File: src/rtl/cpu_pkg.sv
// Shared CPU definitions: ALU op codes, exception codes and EX/MEM stage FSM encoding.
package cpu_pkg;

  localparam logic [3:0] AluAdd   = 4'h1;
  localparam logic [3:0] AluSub   = 4'h2;
  localparam logic [3:0] AluMul   = 4'h4;
  localparam logic [3:0] AluDiv   = 4'h8;
  localparam logic [3:0] AluAndi  = 4'hC;
  localparam logic [3:0] AluOri   = 4'hE;
  localparam logic [3:0] AluAddNf = 4'hF;

  typedef enum logic [1:0] {
    ExcNone = 2'b00,
    ExcOvf  = 2'b01,
    ExcDiv0 = 2'b10
  } exc_code_e;

  typedef enum logic [1:0] {
    StRun   = 2'b00,
    StExc   = 2'b01,
    StDrain = 2'b10
  } state_e;

  // Ops whose secondary result (high product / remainder) is architecturally written.
  function automatic logic is_r0_op(input logic [3:0] ctrl);
    return (ctrl == AluMul) || (ctrl == AluDiv);
  endfunction

  function automatic logic is_ovf_op(input logic [3:0] ctrl);
    return (ctrl == AluAdd) || (ctrl == AluSub) || (ctrl == AluAddNf);
  endfunction

endpackage

File: src/rtl/exc_detect.sv
// Combinational fault classification for the execute-stage result.
module exc_detect
  import cpu_pkg::*;
(
  input  logic       in_valid,
  input  logic [3:0] alu_ctrl,
  input  logic       overflow_flag,
  input  logic       divisor_zero,
  output logic       fault,
  output logic [1:0] fault_code,
  output logic       r0_write
);

  logic div0;
  logic ovf;

  always_comb begin
    div0       = in_valid && (alu_ctrl == AluDiv) && divisor_zero;
    ovf        = in_valid && is_ovf_op(alu_ctrl) && overflow_flag;
    fault      = div0 || ovf;
    // Divide-by-zero takes priority when both conditions are present.
    fault_code = div0 ? ExcDiv0 : (ovf ? ExcOvf : ExcNone);
    r0_write   = in_valid && is_r0_op(alu_ctrl) && !fault;
  end

endmodule

File: src/rtl/ex_mem_stage.sv
// EX/MEM pipeline register with stall, flush and a RUN/EXC/DRAIN exception handshake.
module ex_mem_stage
  import cpu_pkg::*;
#(
  parameter int unsigned WIDTH = 16,
  parameter int unsigned RADDR = 4
) (
  input  logic             clk,
  input  logic             rst,
  input  logic             in_valid,
  input  logic [WIDTH-1:0] alu_out,
  input  logic [WIDTH-1:0] alu_r0,
  input  logic [3:0]       alu_ctrl,
  input  logic             overflow_flag,
  input  logic             divisor_zero,
  input  logic [1:0]       branch_result,
  input  logic [RADDR-1:0] rd_addr,
  input  logic             reg_write,
  input  logic             mem_read,
  input  logic             mem_write,
  input  logic             mem_stall,
  input  logic             flush,
  input  logic             exc_ack,
  output logic             q_valid,
  output logic [WIDTH-1:0] q_out,
  output logic [WIDTH-1:0] q_r0,
  output logic [1:0]       q_branch,
  output logic [RADDR-1:0] q_rd,
  output logic             q_reg_write,
  output logic             q_r0_write,
  output logic             q_mem_read,
  output logic             q_mem_write,
  output logic             hold_up,
  output logic             exception,
  output logic [1:0]       exc_code
);

  logic       fault;
  logic [1:0] fault_code;
  logic       r0_write;

  state_e    state_q;
  exc_code_e exc_code_q;

  exc_detect u_exc_detect (
    .in_valid      (in_valid),
    .alu_ctrl      (alu_ctrl),
    .overflow_flag (overflow_flag),
    .divisor_zero  (divisor_zero),
    .fault         (fault),
    .fault_code    (fault_code),
    .r0_write      (r0_write)
  );

  assign hold_up  = mem_stall || (state_q != StRun);
  assign exc_code = exc_code_q;

  always_ff @(posedge clk or posedge rst) begin
    if (rst) begin
      state_q     <= StRun;
      exc_code_q  <= ExcNone;
      exception   <= 1'b0;
      q_valid     <= 1'b0;
      q_out       <= '0;
      q_r0        <= '0;
      q_branch    <= '0;
      q_rd        <= '0;
      q_reg_write <= 1'b0;
      q_r0_write  <= 1'b0;
      q_mem_read  <= 1'b0;
      q_mem_write <= 1'b0;
    end else begin
      // Squash leaves data fields intact; only validity and write enables are cleared.
      if (flush || (state_q == StDrain)) begin
        q_valid     <= 1'b0;
        q_reg_write <= 1'b0;
        q_r0_write  <= 1'b0;
        q_mem_read  <= 1'b0;
        q_mem_write <= 1'b0;
      end

      case (state_q)
        StRun: begin
          if (!flush && !mem_stall) begin
            q_out    <= alu_out;
            q_branch <= branch_result;
            q_rd     <= rd_addr;
            if (fault) begin
              q_valid     <= 1'b0;
              q_reg_write <= 1'b0;
              q_r0_write  <= 1'b0;
              q_mem_read  <= 1'b0;
              q_mem_write <= 1'b0;
              exception   <= 1'b1;
              exc_code_q  <= exc_code_e'(fault_code);
              state_q     <= StExc;
            end else begin
              q_valid     <= in_valid;
              q_reg_write <= in_valid && reg_write;
              q_r0_write  <= r0_write;
              q_mem_read  <= in_valid && mem_read;
              q_mem_write <= in_valid && mem_write;
              if (r0_write) begin
                q_r0 <= alu_r0;
              end
            end
          end
        end
        StExc: begin
          if (exc_ack) begin
            exception  <= 1'b0;
            exc_code_q <= ExcNone;
            state_q    <= StDrain;
          end
        end
        StDrain: begin
          state_q <= StRun;
        end
        default: begin
          exception  <= 1'b0;
          exc_code_q <= ExcNone;
          state_q    <= StRun;
        end
      endcase
    end
  end

endmodule

File: config.mk
export PLATFORM = sky130hd
export DESIGN_NAME = ex_mem_stage
export DESIGN_NICKNAME = d
export VERILOG_FILES = /design/src/rtl/cpu_pkg.sv /design/src/rtl/exc_detect.sv /design/src/rtl/ex_mem_stage.sv
export SDC_FILE = /design/constraint.sdc
export NUM_CORES = 1
export LEC_CHECK = 0
export ABC_AREA = 1
export CAP_MARGIN = 20
export CORE_UTILIZATION = 35
export DETAILED_ROUTE_END_ITERATION = 6
export PLACE_DENSITY = 0.7
export SYNTH_ARGS = -nofsm -noshare
export SYNTH_HDL_FRONTEND = slang
export SYNTH_SLANG_ARGS = --single-unit
export TNS_END_PERCENT = 1
File: constraint.sdc
create_clock -name clk -period 2.35 [get_ports clk]
set_clock_uncertainty 0.2 [all_clocks]
set_input_delay 0.5875 -clock clk [delete_from_list [all_inputs] [get_ports clk]]
set_output_delay 0.5875 -clock clk [all_outputs]
set_load 0.01 [all_outputs]
==> flow_summary.json <==
{
  "clock_power_share": 0.218,
  "dieArea_um2": 6170,
  "vias_in_the_first_global_route": 1780,
  "slew_violations": 0,
  "htree_num_levels": 2,
  "floorplan.rows": 27,
  "hold_end": "q_valid$_DFF_PP0_",
  "diode_insertion_count_for_antenna_repair": 0,
  "cp_data_required_time_ns": 1.56,
  "design.portCount": 100,
  "clk_pin_slew_worst_paths_ns": 0.08,
  "hold_depth": 2,
  "gp_routability_congestion": 0.772,
  "clock-root-buffer": "clkbuf_8",
  "critical_path.cell_chain": "clkdlybuf4s50_1 > inv_1 > nand2_1 > dlygate4sd2_1",
  "postSynthCellCount": 242,
  "synthToLayoutAreaGrowth_pct": 58.3,
  "core_area_um2": 5570,
  "synthesis.yosys.warnings": 0,
  "timing.hold.worst.class": "flip-flop to flip-flop",
  "max_freq_ghz": 0.456,
  "synth_nets": 295,
  "antenna_found_initial": 0,
  "rsz_0062_raised_after_global_routing": "false",
  "final.hold.worst_slack_ns": 0.283,
  "switching_power_w": 0.000589,
  "numPortBuffers": 99,
  "via_count": 1896,
  "worstMarginPinSlew_ns": 0.385,
  "drv.max_cap_violation_count": 0,
  "place_area_um2": 3170,
  "crit_type": "input port to output pin",
  "critPathCaptureType": "output pin",
  "numClockSinks": 48,
  "cellInternalPower_w": 0.00153,
  "rrSetupSlack_ns": 0.75,
  "p_comb_frac": 0.296,
  "first_pass_grt_wire_length_um": 8340,
  "timing.critical_path.arrival_ns": 1.41,
  "setup_ws_final_ns": 0.157,
  "final_period_minus_worst_setup_slack_ns": 2.19,
  "cts-buffers-inserted": 5,
  "cp_top_family": "buffers and inverters",
  "grt_start_max_net_pins": 33,
  "tritoncts_clock_tree": "done",
  "design_area_um2": 3250,
  "drt_pass1_iterations": 4,
  "max_stage_delay_ns": 0.47,
  "gr-total-overflow": 0,
  "detailedPlace.worstSlack_ns": -0.112,
  "r2r_start": "state_q[0]$_DFFE_PP0P_",
  "switching_share": 0.279,
  "avgRoutedWirePerCell_um": 12.0,
  "startpoint_type": "input port",
  "cts_hold_buffers": 0,
  "grtUsageTotal": 0.171,
  "synth.ff_latch_count": 48,
  "critical_path.n_buffers_inverters": 3,
  "dieWidth_um": 78.5,
  "drcViolationCount": 0,
  "ctsLongestPathBuffers": 2,
  "worst_path_max_fanout": 2,
  "mean_instance_size_in_the_synthesized_netlist_um2": 8.47,
  "worst_ir_drop_on_vdd_v": 0.000325,
  "drive_gt1_frac": 0.0692,
  "detail_route.wirelength_um": 5020,
  "power_density_nw_per_um2": 652,
  "r2r-end": "q_r0[2]$_DFFE_PP0P_",
  "routed_via_density": 4.53,
  "ys_seq_area_frac": 0.586,
  "setup-violations-final": 0,
  "seq_power_share": 0.486,
  "dr.first_iter.drc_count": 74,
  "die_height_um": 78.5,
  "synth.lib_cells_used.distinct": 18,
  "antenna_left": 0,
  "master_of_the_slowest_instance_on_the_critical_path": "clkdlybuf4s50_1",
  "worst_hold_startpoint": "q_valid$_DFF_PP0_",
  "status": "finished, final reports clean",
  "dp_hpwl_um": 3700,
  "final_net_count": 400,
  "finalHoldViolations": 0,
  "worstRegToRegCells": 6,
  "max-slew-margin-rel": 0.743,
  "total_leakage_power_nw": 1.62,
  "initial_standard_cell_utilization_of_the_core": 0.368,
  "clkLatencyLatePin_ns": 0.29,
  "fin_crit_sh": 0.933,
  "post_synth_instance_area_um2": 2050
}
-- power by group through the flow --
stage	Sequential, W	Combinational [W]	Clock, W
3_3_place_gp	0.00104	0.000627	0
2_1_floorplan	0.00110	0.000166	0
4_1_cts	0.00103	0.000636	0.000480
6_report	0.00103	0.000627	0.000461
3_5_place_dp	0.00104	0.000636	0
5_1_grt	0.00104	0.000687	0.000515
-- worst max path at each step --
stage,endpoint,depth (start not counted),slack (ns),startpoint
2_1_floorplan,exc_code[0]$_DFFE_PP0P_,1,0.42,rst
3_3_place_gp,hold_up,4,-0.12,mem_stall
3_5_place_dp,hold_up,4,-0.11,mem_stall
4_1_cts,hold_up,4,0.15,mem_stall
5_1_grt,hold_up,4,0.09,mem_stall
6_report,hold_up,4,0.16,mem_stall
-- cells in the final DEF (no fill, tap or decap), drive strengths merged --
cell,count
nand3,6
nand4,18
dlygate4sd2,1
buf,9
inv,15
nor2,7
clkdlybuf4s50,98
clkinv,1
a21oi,4
nor3,1
dfrtp,48
clkbuf,6
o21ai,2
nand2,131
-- cell families (layout without fill, tap and decap cells) --
logic type,after synthesis,after routing,synth area share
AOI/OAI and AO/OA,6,6,0.0201
buffers and inverters,25,130,0.0537
DFF,48,48,0.586
and+or+nand+nor,163,163,0.340
-- tightest hold or removal path: cells and delay by family (launching register included) --
kind          cells  cell delay [ns]
simple gates      2             0.10
flops             1             0.35
-- state kept, by name, indices dropped and copies added (netlist names) --
signal and flops:
q_valid 1, state_q 2, q_reg_write 1, exc_code 2, exception 1, q_branch 2
q_out 16, q_mem_read 1, q_r0_write 1, q_rd 4, q_mem_write 1, q_r0 16
-- routing by layer --
layer / routed length [µm] / part of all wire / GRT usage
met4: 36 / 0.0072 / 0.0333
met2: 2300 / 0.46 / 0.269
met3: 375 / 0.075 / 0.0465
met1: 2320 / 0.46 / 0.237
met5: 0 / 0 / 0
-- Yosys cell counts --
cell,instances,area [µm²]
nand4_1,17,106
dfrtp_1,48,1200
nand3_2,1,10.0
inv_1,15,56.3
clkbuf_1,1,3.75
nand4_4,1,21.3
nand3_1,5,25.0
o21ai_4,1,16.3
buf_2,7,35.0
buf_1,1,3.75
nor2_2,3,18.8
buf_6,1,11.3
nor2_1,4,15.0
a21oi_1,4,20.0
nand2_1,129,484
nand2_2,2,12.5
o21ai_0,1,5.00
nor3_1,1,5.00
-- repair_timing --
item,in CTS,in global routing
gates resized for setup,1,0
setup buffers,0,0
setup endpoints to repair,1,0
-- layout make-up --
cell class	instances	area [µm²]
clock buffer	6	72.6
tap	72	90.1
sequential	48	1200
multi-input combinational	169	739
clock inverter	1	5.00
inverter	15	56.3
timing repair buffer	108	1080
fill	543	2330
-- per-stage QoR --
stage | TNS, ns | instances | utilization | total power (W)
2_1_floorplan | 0 | 242 | - | 0.00126
5_1_grt | 0 | 419 | 0.582 | 0.00225
6_report | 0 | 419 | 0.582 | 0.00212
3_3_place_gp | -0.118 | 412 | 0.569 | 0.00167
4_1_cts | 0 | 419 | 0.582 | 0.00214
3_5_place_dp | -0.112 | 412 | 0.569 | 0.00168
(Power assumes the default switching activity.)
